File: src/rtl/fp_div_pkg.sv
`default_nettype none
// ============================================================================
//  Module      : fp_div_pkg
//  Description : Shared definitions for the fixed-point/exponent divider:
//                FSM state encoding, internal exponent width and the
//                representable exponent limits as functions of EW.
//  Revision    : 1.0 - initial release
// ============================================================================
package fp_div_pkg;

  typedef enum logic [2:0] {
    S_IDLE     = 3'd0,
    S_PRENORM  = 3'd1,
    S_ALIGN    = 3'd2,
    S_DIV      = 3'd3,
    S_POSTNORM = 3'd4,
    S_DONE     = 3'd5
  } fsm_state_e;

  // Two guard bits above EW so E1-E2 plus normalisation steps do not wrap
  // before the range check.
  function automatic int fp_iew(input int ew);
    return ew + 2;
  endfunction

  function automatic int fp_emax(input int ew);
    return (1 << (ew - 1)) - 1;
  endfunction

  function automatic int fp_emin(input int ew);
    return -(1 << (ew - 1));
  endfunction

endpackage
`default_nettype wire

File: src/rtl/param_fp_divider_frac_divider.sv
`default_nettype none
// ============================================================================
//  Module      : frac_divider
//  Description : Unsigned restoring divider. Computes FW-1 fraction bits of
//                a_i / b_i (requires a_i < b_i) in exactly FW-1 cycles after
//                a one-cycle start_i pulse; done_o pulses for one cycle with
//                q_o valid from then until the next start.
//  Ports       : clk_i, rstn_i (async, active-low), start_i, a_i, b_i,
//                q_o (FW-1 bits), done_o
//  Revision    : 1.0 - initial release
// ============================================================================
module frac_divider #(
  parameter int FW = 8
) (
  input  logic          clk_i,
  input  logic          rstn_i,
  input  logic          start_i,
  input  logic [FW-1:0] a_i,
  input  logic [FW-1:0] b_i,
  output logic [FW-2:0] q_o,
  output logic          done_o
);

  localparam int c_cw = $clog2(FW);

  logic [FW:0]     rem_q;
  logic [FW-1:0]   b_q;
  logic [FW-2:0]   quo_q;
  logic [c_cw-1:0] cnt_q;
  logic            busy_q;
  logic            done_q;

  logic [FW:0]     rem_sh_d;
  logic            ge_d;
  logic [FW:0]     rem_d;

  // Remainder stays below b (<= 2^(FW-1)), so the shifted value fits FW+1 bits.
  assign rem_sh_d = {rem_q[FW-1:0], 1'b0};
  assign ge_d     = (rem_sh_d >= {1'b0, b_q});
  assign rem_d    = ge_d ? (rem_sh_d - {1'b0, b_q}) : rem_sh_d;

  always_ff @(posedge clk_i or negedge rstn_i) begin
    if (!rstn_i) begin
      rem_q  <= '0;
      b_q    <= '0;
      quo_q  <= '0;
      cnt_q  <= '0;
      busy_q <= 1'b0;
      done_q <= 1'b0;
    end else begin
      done_q <= 1'b0;
      if (start_i) begin
        rem_q  <= {1'b0, a_i};
        b_q    <= b_i;
        quo_q  <= '0;
        cnt_q  <= c_cw'(FW - 1);
        busy_q <= 1'b1;
      end else if (busy_q) begin
        rem_q <= rem_d;
        quo_q <= {quo_q[FW-3:0], ge_d};
        cnt_q <= cnt_q - c_cw'(1);
        if (cnt_q == c_cw'(1)) begin
          busy_q <= 1'b0;
          done_q <= 1'b1;
        end
      end
    end
  end

  assign q_o    = quo_q;
  assign done_o = done_q;

endmodule
`default_nettype wire

File: src/rtl/param_fp_divider.sv
`default_nettype none
// ============================================================================
//  Module      : param_fp_divider
//  Description : Floating-point style divider on (fraction, exponent) pairs.
//                Fractions are two's-complement in [-1,1), exponents are
//                two's-complement EW bits. Sequence: latch -> prenormalise ->
//                align (|F1| < |F2|) -> restoring divide -> postnormalise.
//  Ports       : clk_i, rstn_i (async, active-low), st_i, f1_i, f2_i, e1_i,
//                e2_i, fout_o, eout_o, done_o, v_o, u_o, dz_o
//  Config      : FPDIV_SAT_EN - saturate Fout/Eout on overflow/underflow.
//  Revision    : 1.0 - initial release
// ============================================================================
module param_fp_divider
  import fp_div_pkg::*;
#(
  parameter int FW = 8,
  parameter int EW = 5
) (
  input  logic          clk_i,
  input  logic          rstn_i,
  input  logic          st_i,
  input  logic [FW-1:0] f1_i,
  input  logic [FW-1:0] f2_i,
  input  logic [EW-1:0] e1_i,
  input  logic [EW-1:0] e2_i,
  output logic [FW-1:0] fout_o,
  output logic [EW-1:0] eout_o,
  output logic          done_o,
  output logic          v_o,
  output logic          u_o,
  output logic          dz_o
);

  localparam int c_iew = fp_iew(EW);
  localparam logic signed [c_iew-1:0] c_emax = c_iew'(fp_emax(EW));
  localparam logic signed [c_iew-1:0] c_emin = c_iew'(fp_emin(EW));
  localparam logic signed [c_iew-1:0] c_eone = c_iew'(1);

  fsm_state_e              state_q;
  logic [FW-1:0]           f1_q, f2_q, fq_q;
  logic signed [c_iew-1:0] e1_q, e2_q, eq_q;
  logic                    s1_q, s2_q;
  logic [FW-1:0]           fout_q;
  logic [EW-1:0]           eout_q;
  logic                    done_q, v_q, u_q, dz_q;

  logic                    f1_norm_d, f2_norm_d, fq_norm_d;
  logic                    rsign_d;
  logic                    div_start_d, div_done_d;
  logic [FW-2:0]           div_q_d;
  logic [FW-1:0]           q_signed_d;
  logic                    ovf_d, unf_d;
  logic [FW-1:0]           fout_d;
  logic [EW-1:0]           eout_d;

  assign f1_norm_d = f1_q[FW-1] ^ f1_q[FW-2];
  assign f2_norm_d = f2_q[FW-1] ^ f2_q[FW-2];
  assign fq_norm_d = (fq_q[FW-1] ^ fq_q[FW-2]) || (fq_q == '0);
  // Left shifts during prenormalisation preserve the sign bit, so the input
  // signs remain valid after the fractions are replaced by magnitudes.
  assign rsign_d     = s1_q ^ s2_q;
  assign div_start_d = (state_q == S_ALIGN) && (f1_q < f2_q);
  assign q_signed_d  = rsign_d ? -{1'b0, div_q_d} : {1'b0, div_q_d};

  frac_divider #(.FW(FW)) u_frac_divider (
    .clk_i   (clk_i),
    .rstn_i  (rstn_i),
    .start_i (div_start_d),
    .a_i     (f1_q),
    .b_i     (f2_q),
    .q_o     (div_q_d),
    .done_o  (div_done_d)
  );

  // Final result as it will be registered on entry to DONE.
  always_comb begin
    ovf_d  = (eq_q > c_emax);
    unf_d  = (eq_q < c_emin);
    fout_d = fq_q;
    eout_d = eq_q[EW-1:0];
`ifdef FPDIV_SAT_EN
    if (ovf_d) begin
      fout_d = rsign_d ? {1'b1, {(FW-1){1'b0}}} : {1'b0, {(FW-1){1'b1}}};
      eout_d = c_emax[EW-1:0];
    end else if (unf_d) begin
      fout_d = '0;
      eout_d = '0;
    end
`endif
  end

  always_ff @(posedge clk_i or negedge rstn_i) begin
    if (!rstn_i) begin
      state_q <= S_IDLE;
      f1_q    <= '0;
      f2_q    <= '0;
      fq_q    <= '0;
      e1_q    <= '0;
      e2_q    <= '0;
      eq_q    <= '0;
      s1_q    <= 1'b0;
      s2_q    <= 1'b0;
      fout_q  <= '0;
      eout_q  <= '0;
      done_q  <= 1'b0;
      v_q     <= 1'b0;
      u_q     <= 1'b0;
      dz_q    <= 1'b0;
    end else begin
      unique case (state_q)
        S_IDLE: begin
          if (st_i) begin
            f1_q    <= f1_i;
            f2_q    <= f2_i;
            e1_q    <= {{2{e1_i[EW-1]}}, e1_i};
            e2_q    <= {{2{e2_i[EW-1]}}, e2_i};
            s1_q    <= f1_i[FW-1];
            s2_q    <= f2_i[FW-1];
            state_q <= S_PRENORM;
          end
        end
        S_PRENORM: begin
          if (f2_q == '0) begin
            dz_q    <= 1'b1;
            v_q     <= 1'b1;
            done_q  <= 1'b1;
            fout_q  <= '0;
            eout_q  <= '0;
            state_q <= S_DONE;
          end else if (f1_q == '0) begin
            done_q  <= 1'b1;
            fout_q  <= '0;
            eout_q  <= '0;
            state_q <= S_DONE;
          end else if (!f1_norm_d || !f2_norm_d) begin
            if (!f1_norm_d) begin
              f1_q <= f1_q << 1;
              e1_q <= e1_q - c_eone;
            end
            if (!f2_norm_d) begin
              f2_q <= f2_q << 1;
              e2_q <= e2_q - c_eone;
            end
          end else begin
            // Continue with unsigned magnitudes; -1.0 becomes 2^(FW-1).
            f1_q    <= f1_q[FW-1] ? -f1_q : f1_q;
            f2_q    <= f2_q[FW-1] ? -f2_q : f2_q;
            state_q <= S_ALIGN;
          end
        end
        S_ALIGN: begin
          if (f1_q >= f2_q) begin
            f1_q <= f1_q >> 1;
            e1_q <= e1_q + c_eone;
          end else begin
            eq_q    <= e1_q - e2_q;
            state_q <= S_DIV;
          end
        end
        S_DIV: begin
          if (div_done_d) begin
            fq_q    <= q_signed_d;
            state_q <= S_POSTNORM;
          end
        end
        S_POSTNORM: begin
          if (!fq_norm_d) begin
            fq_q <= fq_q << 1;
            eq_q <= eq_q - c_eone;
          end else begin
            done_q  <= 1'b1;
            v_q     <= ovf_d;
            u_q     <= unf_d;
            fout_q  <= fout_d;
            eout_q  <= eout_d;
            state_q <= S_DONE;
          end
        end
        S_DONE: begin
          // Holding St high keeps the result; a new start needs St low first.
          if (!st_i) begin
            done_q  <= 1'b0;
            v_q     <= 1'b0;
            u_q     <= 1'b0;
            dz_q    <= 1'b0;
            state_q <= S_IDLE;
          end
        end
        default: state_q <= S_IDLE;
      endcase
    end
  end

  assign fout_o = fout_q;
  assign eout_o = eout_q;
  assign done_o = done_q;
  assign v_o    = v_q;
  assign u_o    = u_q;
  assign dz_o   = dz_q;

endmodule
`default_nettype wire

File: config.mk
export PLATFORM = sky130hd
export DESIGN_NAME = param_fp_divider
export DESIGN_NICKNAME = d
export VERILOG_FILES = /design/src/rtl/fp_div_pkg.sv /design/src/rtl/param_fp_divider_frac_divider.sv /design/src/rtl/param_fp_divider.sv
export SDC_FILE = /design/constraint.sdc
export NUM_CORES = 1
export LEC_CHECK = 0
export CELL_PAD_IN_SITES_DETAIL_PLACEMENT = 2
export CELL_PAD_IN_SITES_GLOBAL_PLACEMENT = 2
export CORE_ASPECT_RATIO = 1.5
export CORE_MARGIN = 2
export CORE_UTILIZATION = 38
export CTS_BUF_LIST = sky130_fd_sc_hd__clkbuf_4
export CTS_CLUSTER_DIAMETER = 150
export DETAILED_ROUTE_END_ITERATION = 8
export GPL_TIMING_DRIVEN = 0
export HOLD_SLACK_MARGIN = 0.15
export PLACE_DENSITY = 0.92
export SYNTH_ARGS = -nofsm -noshare
export SYNTH_HDL_FRONTEND = slang
export SYNTH_SLANG_ARGS = --single-unit
File: constraint.sdc
create_clock -name clk_i -period 3.13 [get_ports clk_i]
set_input_delay 0.313 -clock clk_i [delete_from_list [all_inputs] [get_ports clk_i]]
set_output_delay 0.313 -clock clk_i [all_outputs]
set_load 0.1 [all_outputs]
==> results_dict.tcl <==
set metrics [dict create \
    critPathBufInv 2 \
    antenna_found_initial 1 \
    endpoint_kind "flip-flop" \
    netlist_area_um2 6380 \
    stdcell_area_um2 7310 \
    ant_nets 0 \
    insertion_delay_ns 0.48 \
    slew_headroom 0.328 \
    crit_type "reg -> reg" \
    cts_tree "done" \
    use_met2 0.501 \
    fp.dieW_um 110 \
    crit_fanout 10 \
    cts_buffer_depth 2 \
    required_ns 3.53 \
    via_per_inst 5.96 \
    synth.top_cell.area_share 0.373 \
    fin_crit_ns 2.94 \
    num_vias 5987 \
    final_common_cell "dfrtp_1" \
    drt_iter0_drc 233 \
    core_um2 16600 \
    grtUsageMet1 0.294 \
    clock_sinks 95 \
    area_delta_synth_final_pct 14.6 \
    synth_nets 798 \
    fin_nets 858 \
    drive_gt1_frac 0.0984 \
    drc_errors 0 \
    cp.depth 9 \
    critPathLaunchType "flip-flop" \
    die_area_um2 17900 \
    yosys_warnings 0 \
    ys_async_sr_fraction 1.00 \
    root_buffer "clkbuf_4" \
    ys_types 74 \
    port_buffers 45 \
    setup_tns_ns 0 \
    wl_per_cell_um 22.9 \
    drv_cap 0 \
    tightest_slew_ns 1.00 \
    syn_area_per_cell_um2 8.76 \
    grt_start_max_net_pins 70 \
    yosys_register_bits 95 \
    grt-busiest-layer "met2" \
    ys_seq_area_frac 0.373 \
    routabilityCongestion 0.871 \
    worst_ep_arrival_time_ns 3.34 \
    hold_viol_final 0 \
    hp-class "in -> async" \
    cts_made_buffers 9 \
    synth_top_cell_by_area "dfrtp_1" \
    post_dp_cell_area_um2 7120 \
    worst_path_max_delay_cell "a21oi_1" \
    die_y_um 163 \
    initial_core_util 0.384 \
    pre_cts_ws_ns 0.139 \
    setup_ws_ns 0.193 \
    met3_usage 0.0348 \
    synth_edf_count 0 \
    fin_crit_sh 0.938 \
    grt_pass1_vias 6888 \
    grt_util_all_layers 0.270 \
    rr_worst_depth 9 \
    setup_violations 0 \
    grt_pass1_wl_mm 36.8 \
    clk_pin_slew_ns 0.16 \
    synth_ff_type "dfrtp_1" \
    final_util 0.440 \
    finalClockSkew_ns 0.0126 \
    crit_chain "inv_1, ha_1, or4b_1, nor4_1, nor3_1, a21oi_1, buf_2, a21oi_1, o32ai_1" \
    dr.pass1.iters 4 \
    drv_slew 0 \
    synth_area_leaders "dfrtp_1 37%, ha_1 7.5%, o21ai_0 5.2%" \
    status "finished, final reports clean" \
    crit_family "simple AND/OR/NAND/NOR gates" \
    rows 58 \
    hpwl_mm 17.8 \
    io_pins 46 \
    slowest_delay_ns 0.58 \
    gr-total-overflow 0 \
    cts_max_level 3 \
    path_common_cell "a21oi_1" \
    fmax_ghz 0.341 \
    synth_cells 728 \
    final_cell_mix "95 x dfrtp_1, 67 x nand2_1, 65 x nor2_1, 65 x o21ai_0, 53 x a21oi_1" \
    routed_wl_mm 23.0 \
]
## synth_stat cells, drive strengths merged (5+ instances only)
library cell and n:
dfrtp 95, o21ai 76, nand2 68, nor2 66
a21oi 53, inv 49, ha 38, nor3 28
clkbuf 20, buf 16, mux2 15, a21o 14
nand2b 14, mux2i 13, xnor2 12, nand3 11
a211oi 9, a31oi 9, o22ai 8, o31ai 8
xor2 8, nor2b 7, o32ai 6, a22o 5
and3 5, o211ai 5, o22a 5, or3 5
## final cells by class
cell class,count,area [um2]
Antenna cell,1,2.50
Buffer,36,188
Clock buffer,10,75.1
Clock inverter,6,70.1
Fill cell,1823,9310
Inverter,49,188
Multi-Input combinational cell,548,3640
Sequential cell,95,2380
Tap cell,210,263
Timing Repair Buffer,49,500
## layer usage
| layer | wire (um) | vias up |
|---|---|---|
| met5 | 0 | - |
| met4 | 1090 | 0 |
| met3 | 655 | 72 |
| met2 | 12700 | 130 |
| met1 | 8510 | 3068 |
| li1 | - | 2717 |
## per-stage QoR
stage	hold WS, ns	cells
floorplan	0.0174	728
global placement	0.465	983
detailed placement	0.280	984
CTS	0.275	1001
global route	0.311	1004
finish	0.283	1004
## flip-flops by register name, indices dropped and copies added (netlist names)
name,flops
u_frac_divider.done_o,1
eout_o,5
state_q,3
f1_q,8
v_o,1
e1_q,7
u_frac_divider.q_o,7
s2_q,1
e2_q,7
u_o,1
eq_q,7
u_frac_divider.busy_q,1
done_o,1
dz_o,1
f2_q,8
u_frac_divider.cnt_q,3
fout_d,8
fout_o,8
u_frac_divider.rem_q,8
s1_q,1
u_frac_divider.b_q,8
## worst paths after layout
check	from	endpoint	slack, ns
worst min-delay path	rstn_i	f2_q[2]$_DFFE_PN0P_	0.28
min in group clk_i	e2_i[0]	e2_q[0]$_DFFE_PN0P_	0.35
max in group asynchronous	rstn_i	fout_o[0]$_DFFE_PN0P_	2.16
worst max register to register	fout_d[7]$_DFFE_PN0P_	eq_q[5]$_DFFE_PN0P_	0.19
worst max-delay path	fout_d[7]$_DFFE_PN0P_	eq_q[5]$_DFFE_PN0P_	0.19
worst min register to register	eout_o[3]$_DFFE_PN0P_	eout_o[3]$_DFFE_PN0P_	0.51
## what timing repair did
action / 4_1_cts / 5_1_grt
hold buffers: 1 / 0
setup buffers: 0 / 2
endpoints found under the setup margin: 0 / 9
endpoints found under the hold margin: 26 / 0
resized for setup: 0 / 5
## logic make-up (layout without fill, tap and decap cells)
group	count (synthesis)	in the layout	synth area share
compound gates	229	229	0.232
mux	28	28	0.0469
flops	95	95	0.373
buf+inv	85	150	0.0583
other cells	0	1	0
simple gates	230	230	0.178
xor+xnor	20	20	0.0275
fa+ha+maj	41	41	0.0840
Power is left out: the tool's default activity adds up to more than one toggle a clock period on the data nets, which glitch-free logic cannot reach.
